### config.mk
export PLATFORM = sky130hd
export DESIGN_NAME = alu_serial_seq_flat
export DESIGN_NICKNAME = d
export VERILOG_FILES = /design/src/rtl/alu_serial_seq_pkg.sv /design/src/rtl/alu_serial_seq_if.sv /design/src/rtl/alu_serial_seq_slice.sv /design/src/rtl/alu_serial_seq.sv /design/src/flat_wrapper.sv
export SDC_FILE = /design/constraint.sdc
export NUM_CORES = 1
export LEC_CHECK = 0
export BUFFER_PORTS_ARGS = -buffer_cell sky130_fd_sc_hd__buf_2
export CAP_MARGIN = 25
export CORE_MARGIN = 2
export CORE_UTILIZATION = 40
export CTS_BUF_LIST = sky130_fd_sc_hd__clkbuf_4 sky130_fd_sc_hd__clkbuf_8
export DETAILED_ROUTE_END_ITERATION = 8
export GPL_TIMING_DRIVEN = 0
export HOLD_SLACK_MARGIN = 0.02
export SLEW_MARGIN = 20
export SYNTH_ARGS = -nofsm -noshare
export SYNTH_HDL_FRONTEND = slang
export SYNTH_SLANG_ARGS = --single-unit
### constraint.sdc
create_clock -name clk -period 13.3 [get_ports clk]
set_clock_uncertainty 0.2 [all_clocks]
set_input_delay 3.99 -clock clk [delete_from_list [all_inputs] [get_ports clk]]
set_output_delay 3.99 -clock clk [all_outputs]
set_load 0.01 [all_outputs]
### src/rtl/alu_serial_seq_pkg.sv
`default_nettype none
// ============================================================================
// Module      : alu_serial_seq_pkg
// Description : Shared definitions for the bit-serial ALU sequencer:
//               operation encodings, ctrl field bit positions and FSM states.
// Revision    : 1.0 - initial release
// ============================================================================
package alu_serial_seq_pkg;

    // Operation encodings, ctrl[1:0]
    localparam logic [1:0] OP_AND = 2'b00;
    localparam logic [1:0] OP_OR  = 2'b01;
    localparam logic [1:0] OP_ADD = 2'b10;
    localparam logic [1:0] OP_SLT = 2'b11;

    // Bit positions within ctrl = {invertA, invertB, operation[1:0]}
    localparam int CTRL_INVA  = 3;
    localparam int CTRL_INVB  = 2;
    localparam int CTRL_OP_HI = 1;
    localparam int CTRL_OP_LO = 0;

    // Sequencer states
    typedef enum logic [1:0] {
        IDLE = 2'd0,
        RUN  = 2'd1,
        DONE = 2'd2
    } state_t;

endpackage : alu_serial_seq_pkg
`default_nettype wire

### src/rtl/alu_serial_seq_if.sv
`default_nettype none
// ============================================================================
// Module      : alu_serial_seq_if
// Description : Handshake and data bundle between the control unit (master)
//               and the bit-serial ALU sequencer (slave).
//   start/src1/src2/ctrl : request and operands, master -> slave
//   ready/busy/done      : handshake status, slave -> master
//   result/zero/overflow : registered result and flags, slave -> master
// Revision    : 1.0 - initial release
// ============================================================================
interface alu_serial_seq_if #(
    parameter int WIDTH = 32
);
    logic             start;
    logic [WIDTH-1:0] src1;
    logic [WIDTH-1:0] src2;
    logic [3:0]       ctrl;
    logic             ready;
    logic             busy;
    logic             done;
    logic [WIDTH-1:0] result;
    logic             zero;
    logic             overflow;

    modport master (
        output start, src1, src2, ctrl,
        input  ready, busy, done, result, zero, overflow
    );

    modport slave (
        input  start, src1, src2, ctrl,
        output ready, busy, done, result, zero, overflow
    );
endinterface : alu_serial_seq_if
`default_nettype wire

### src/rtl/alu_serial_seq_slice.sv
`default_nettype none
// ============================================================================
// Module      : alu_bit_slice
// Description : Combinational 1-bit ALU slice.
//   a, b              : operand bits
//   invertA, invertB  : invert the operand bit before use
//   operation         : AND / OR / ADD / SLT
//   carryIn, less     : carry into this bit, less value for SLT
//   result            : selected slice output
//   carryOut          : full-adder carry out
//   set               : full-adder sum (sign of a-b at the MSB)
// Revision    : 1.0 - initial release
// ============================================================================
module alu_bit_slice
    import alu_serial_seq_pkg::*;
(
    input  wire logic       a,
    input  wire logic       b,
    input  wire logic       invertA,
    input  wire logic       invertB,
    input  wire logic [1:0] operation,
    input  wire logic       carryIn,
    input  wire logic       less,
    output logic            result,
    output logic            carryOut,
    output logic            set
);

    logic w_a;
    logic w_b;
    logic w_sum;

    assign w_a      = a ^ invertA;
    assign w_b      = b ^ invertB;
    assign w_sum    = w_a ^ w_b ^ carryIn;
    assign carryOut = (w_a & w_b) | (w_a & carryIn) | (w_b & carryIn);
    assign set      = w_sum;

    always_comb begin
        result = 1'b0;
        case (operation)
            OP_AND:  result = w_a & w_b;
            OP_OR:   result = w_a | w_b;
            OP_ADD:  result = w_sum;
            OP_SLT:  result = less;
            default: result = 1'b0;
        endcase
    end

endmodule : alu_bit_slice
`default_nettype wire

### src/rtl/alu_serial_seq.sv
`default_nettype none
// ============================================================================
// Module      : alu_serial_seq
// Description : Bit-serial WIDTH-bit ALU sequencer. One 1-bit slice is reused
//               for WIDTH cycles, LSB first, with the carry recirculated.
//   clk, rst : clock (rising edge), asynchronous active-high reset
//   bus      : slave side of alu_serial_seq_if (start/ready/busy/done
//              handshake, operands, ctrl, result, zero, overflow)
// Revision    : 1.0 - initial release
// ============================================================================
module alu_serial_seq
    import alu_serial_seq_pkg::*;
#(
    parameter int WIDTH = 32,
    parameter int CNT_W = 5
) (
    input  wire logic      clk,
    input  wire logic      rst,
    alu_serial_seq_if.slave bus
);

    localparam logic [CNT_W-1:0] c_last_bit = CNT_W'(WIDTH - 1);

    state_t           r_state;
    state_t           w_state_next;
    logic [WIDTH-1:0] r_a;
    logic [WIDTH-1:0] r_b;
    logic [3:0]       r_ctrl;
    logic [CNT_W-1:0] r_cnt;
    logic             r_carry;
    logic [WIDTH-1:0] r_result;
    logic             r_zero;
    logic             r_ovf;

    logic             w_ready;
    logic             w_busy;
    logic             w_done;
    logic             w_accept;
    logic             w_last;
    logic             w_slice_res;
    logic             w_cout;
    logic             w_set;
    logic             w_ovf;
    logic [WIDTH-1:0] w_res_next;
    logic [1:0]       w_op;

    assign w_op     = r_ctrl[CTRL_OP_HI:CTRL_OP_LO];
    assign w_accept = (r_state == IDLE) && bus.start;
    assign w_last   = (r_cnt == c_last_bit);

    alu_bit_slice u_slice (
        .a         (r_a[r_cnt]),
        .b         (r_b[r_cnt]),
        .invertA   (r_ctrl[CTRL_INVA]),
        .invertB   (r_ctrl[CTRL_INVB]),
        .operation (w_op),
        .carryIn   (r_carry),
        .less      (1'b0),
        .result    (w_slice_res),
        .carryOut  (w_cout),
        .set       (w_set)
    );

    // Signed overflow only means something for the adder paths
    assign w_ovf = w_op[1] & (r_carry ^ w_cout);

    // Result after this bit is shifted in; SLT replaces the whole word with
    // the overflow-corrected sign on the final bit.
    always_comb begin
        w_res_next        = r_result;
        w_res_next[r_cnt] = w_slice_res;
        if (w_last && (w_op == OP_SLT)) begin
            w_res_next    = '0;
            w_res_next[0] = w_set ^ w_ovf;
        end
    end

    // FSM state register
    always_ff @(posedge clk or posedge rst) begin
        if (rst) begin
            r_state <= IDLE;
        end else begin
            r_state <= w_state_next;
        end
    end

    // FSM next state and handshake outputs
    always_comb begin
        w_state_next = r_state;
        w_ready      = 1'b0;
        w_busy       = 1'b0;
        w_done       = 1'b0;
        case (r_state)
            IDLE: begin
                w_ready = 1'b1;
                if (bus.start) begin
                    w_state_next = RUN;
                end
            end
            RUN: begin
                w_busy = 1'b1;
                if (w_last) begin
                    w_state_next = DONE;
                end
            end
            DONE: begin
                w_busy       = 1'b1;
                w_done       = 1'b1;
                w_state_next = IDLE;
            end
            default: begin
                w_state_next = IDLE;
            end
        endcase
    end

    // Datapath: operand latch, bit counter, carry and result shift-in
    always_ff @(posedge clk or posedge rst) begin
        if (rst) begin
            r_a      <= '0;
            r_b      <= '0;
            r_ctrl   <= '0;
            r_cnt    <= '0;
            r_carry  <= 1'b0;
            r_result <= '0;
            r_zero   <= 1'b0;
            r_ovf    <= 1'b0;
        end else if (w_accept) begin
            r_a      <= bus.src1;
            r_b      <= bus.src2;
            r_ctrl   <= bus.ctrl;
            r_cnt    <= '0;
            // invertB with the adder means subtract: seed the +1
            r_carry  <= bus.ctrl[CTRL_INVB] & bus.ctrl[CTRL_OP_HI];
            r_result <= '0;
            r_zero   <= 1'b0;
            r_ovf    <= 1'b0;
        end else if (r_state == RUN) begin
            r_result <= w_res_next;
            r_carry  <= w_cout;
            r_cnt    <= w_last ? '0 : r_cnt + 1'b1;
            if (w_last) begin
                r_zero <= (w_res_next == '0);
                r_ovf  <= w_ovf;
            end
        end
    end

    assign bus.ready    = w_ready;
    assign bus.busy     = w_busy;
    assign bus.done     = w_done;
    assign bus.result   = r_result;
    assign bus.zero     = r_zero;
    assign bus.overflow = r_ovf;

endmodule : alu_serial_seq
`default_nettype wire

### src/flat_wrapper.sv
// flat-port wrapper written by rule: the top's interface ports become plain ports
module alu_serial_seq_flat import alu_serial_seq_pkg::*;
#(
    parameter int WIDTH = 32,
    parameter int CNT_W = 5
)
  (clk, rst, bus_start, bus_src1, bus_src2, bus_ctrl, bus_ready, bus_busy, bus_done, bus_result, bus_zero, bus_overflow);
  alu_serial_seq_if #(.WIDTH(WIDTH)) bus_i ();
  input  wire logic clk;
  input  wire logic rst;
  input wire logic [$bits(bus_i.start)-1:0] bus_start;
  input wire logic [$bits(bus_i.src1)-1:0] bus_src1;
  input wire logic [$bits(bus_i.src2)-1:0] bus_src2;
  input wire logic [$bits(bus_i.ctrl)-1:0] bus_ctrl;
  output wire logic [$bits(bus_i.ready)-1:0] bus_ready;
  output wire logic [$bits(bus_i.busy)-1:0] bus_busy;
  output wire logic [$bits(bus_i.done)-1:0] bus_done;
  output wire logic [$bits(bus_i.result)-1:0] bus_result;
  output wire logic [$bits(bus_i.zero)-1:0] bus_zero;
  output wire logic [$bits(bus_i.overflow)-1:0] bus_overflow;
  assign bus_i.start = bus_start;
  assign bus_i.src1 = bus_src1;
  assign bus_i.src2 = bus_src2;
  assign bus_i.ctrl = bus_ctrl;
  assign bus_ready = bus_i.ready;
  assign bus_busy = bus_i.busy;
  assign bus_done = bus_i.done;
  assign bus_result = bus_i.result;
  assign bus_zero = bus_i.zero;
  assign bus_overflow = bus_i.overflow;
  alu_serial_seq #(.WIDTH(WIDTH), .CNT_W(CNT_W)) u_core (.clk(clk), .rst(rst), .bus(bus_i));
endmodule
==> results.yml <==
final_layout:
  antenna_cells: 0
  instances_no_fill: 1041
  final_common_cell: "nand2_1"
  finalInstanceArea_um2: 7142
  mostFrequentLayoutCells: "nand2_1, buf_2, dfrtp_1"
  drive_gt1_frac: 0.1970
  area_growth_syn_to_layout_pct: 16.30
  layout.nets: 928
yosys:
  synth-seq-cells: 110
  syn_area_per_cell_um2: 8.424
  syn_area_um2: 6141
  synth_edf_count: 0
  yosys-top-cells-area: "dfrtp_1, nand2_1, mux2i_1"
  yosys_warnings: 0
  synth_xor_area_frac: 0.009984
  synth_top_area_cell: "dfrtp_1"
  synth.net_count: 809
  synth_compound_area_frac: 0.1703
  yosysTopAreaCellShare: 0.4482
  netlist_instances: 729
  ys_types: 60
  synth-main-ff-cell: "dfrtp_1"
  synthAdderAreaFrac: 0.01997
  ys_seq_area_frac: 0.4482
  async_flop_share: 1.000
  synth_top_family_by_area: "simple AND/OR/NAND/NOR gates"
  muxShareOfSynthArea: 0.05379
  synth-simple-area-share: 0.2439
place:
  io_buffers: 107
  place_area_um2: 6944
  pre_cts_slack_ps: 6989
  dp.cells: 1025
  routabilityCongestion: 0.9465
  dp_hpwl_um: 12960
cts:
  cts_resized: 0
  cts_tree: "yes"
  cts.sinks: 110
  clockBufferDepth: 2
  ctsHtreeMaxLevel: 3
  cts_buffers: 9
  ctsHoldBuffers: 0
  cts_root_buf: "clkbuf_8"
  clk_latency_ps: 390
  cts_setup_buffers: 0
  clk_pin_slew_worst_paths_ps: 100
die:
  fp.coreArea_um2: 15090
  fp.dieArea_um2: 16360
  start_util: 0.4070
  row_count: 45
  die_x_um: 127.9
  pin_count: 108
  die_y_um: 127.9
worst_setup_path:
  cp_cell_sequence: "buf_2 -> and2_1 -> clkbuf_1 -> clkbuf_1 -> clkbuf_1 -> nor2_1"
  path_class: "input pin to flip-flop"
  worstPathRequired_ps: 13350
  cp_top_family: "buffers and inverters"
  path_max_fanout: 10
  crit_slowest_cell: "clkbuf_1"
  endpoint_kind: "flip-flop"
  path_buf_inv: 4
  max_stage_delay_ps: 610
  cp.arrival_ps: 5910
  crit_start: "bus_start"
  crit_path_frequent_cell: "clkbuf_1"
  r2r_start: "u_core.r_cnt[1]$_DFFE_PP0P_"
  worstSetupStartpointType: "input pin"
timing:
  setup_slack_ps: 7441
  finalCriticalPeriod_ps: 5859
  drv_slew: 0
  setup_viol: 0
  slew_headroom: 0.5077
  tightest_slew_ps: 738.4
  hold_viol: 0
  finalSetupTns_ps: 0
  grt_setup_unrepaired: "no"
  fmax_mhz: 170.7
  post-route-period-util: 0.4405
global_routing:
  grt_start_max_net_pins: 73
  antenna_found_initial: 0
  grt_pass1_vias: 5434
  grt_usage: 0.2300
  grt_pass1_wl_um: 29280
  overflow: 0
detailed_routing:
  routed_via_density: 5.374
  vias: 5594
  drt_wl_total_um: 17800
  wl_per_cell_um: 17.10
  drc: 0
  drtIter0Drc: 500
  drt_pass1_iterations: 6
  ant_nets: 0
power:
  p_leak_nw: 3.368
  ir_drop_mv: 0.07792
  power.density_nw_per_um2: 198.8
min_path:
  min_path_type: "flip-flop to flip-flop"
  holdCritStartpoint: "u_core.r_a[16]$_DFFE_PP0P_"
run_status:
  status: "finished, final reports clean"
job:
  cap_violations: 0
kinds of logic (layout without fill, tap and decap cells):
kind of cell / Yosys count / after routing
buffers and inverters: 71 / 195
xor gates and xnor gates: 4 / 4
muxes: 33 / 33
and+or+nand+nor: 337 / 337
adders and majority gates: 10 / 10
AOI/OAI and AO/OA: 164 / 164
DFF: 110 / 110
worst paths after layout:
kind	cells after the start	slack (ps)	endpoint
worst max register to register	15	8840	u_core.bus.zero$_DFFE_PP0P_
max in group asynchronous	3	8850	u_core.r_carry$_DFFE_PP0P_
worst max-delay path	6	7440	u_core.bus.result[4]$_DFFE_PP0P_
min in group asynchronous	2	3370	u_core.r_a[0]$_DFFE_PP0P_
worst min-delay path	2	280	u_core.r_a[16]$_DFFE_PP0P_
worst min register to register	2	280	u_core.r_a[16]$_DFFE_PP0P_
Yosys cell counts (6+ instances only):
master	number
dfrtp_1	110
inv_1	12
nand3_1	24
o22ai_1	8
a22oi_1	12
nor2_1	23
mux2i_1	33
ha_1	9
and3_1	6
and2_1	7
a21oi_2	10
clkbuf_1	43
nand2_1	234
o21ai_0	47
a21oi_1	46
o221ai_1	9
nand3_2	10
routing by layer:
metal | track usage | up-vias | wire [um]
met5 | 0 | - | 0
met4 | 0.08791 | 0 | 484
met3 | 0.02796 | 34 | 803
met2 | 0.3608 | 179 | 8169
met1 | 0.3265 | 2636 | 8339
li1 | - | 2745 | -
metrics by stage:
step                      utilization  hold WS [ps]  power [mW]
final                          0.4733         281.0       1.420
after global routing           0.4733         292.7       1.530
after CTS                      0.4733         286.8       1.426
after detailed placement       0.4602         261.4       1.216
after global placement         0.4580         256.7       1.208
after floorplan                     -         245.0       1.015
cell type report:
type | instances | area, um^2
multi-input cells | 548 | 3058
plain buffers | 58 | 281.5
clock inverters | 7 | 73.82
flip-flops and latches | 110 | 2753
inverters | 13 | 53.80
clock buffers | 9 | 123.9
fillers | 1576 | 7948
well taps | 188 | 235.2
repair buffers | 108 | 563.0
flip-flops by register name, indices dropped and copies added (netlist names):
name	flops
u_core.bus.zero	1
u_core.r_state	2
u_core.r_b	32
u_core.bus.result	32
u_core.r_ctrl	4
u_core.r_a	32
u_core.r_cnt	5
u_core.r_carry	1
u_core.bus.overflow	1
worst register-to-register path: cells and delay by family (launching register included):
family                   cells  cell delay, ps
AND/OR/NAND/NOR              2             420
flip-flops                   1             400
adder cells (fa/ha/maj)      1             350
XOR/XNOR                     2             580
multiplexers                 1             350
buffers and inverters        2             430
AO/OA/AOI/OAI                7            1650
power breakdown:
| group | internal, mW | switching, mW |
|---|---|---|
| Clock | 0.0878 | 0.121 |
| Sequential | 0.446 | 0.0706 |
| Combinational | 0.253 | 0.441 |
No activity file was read; power rests on OpenSTA's default activity.
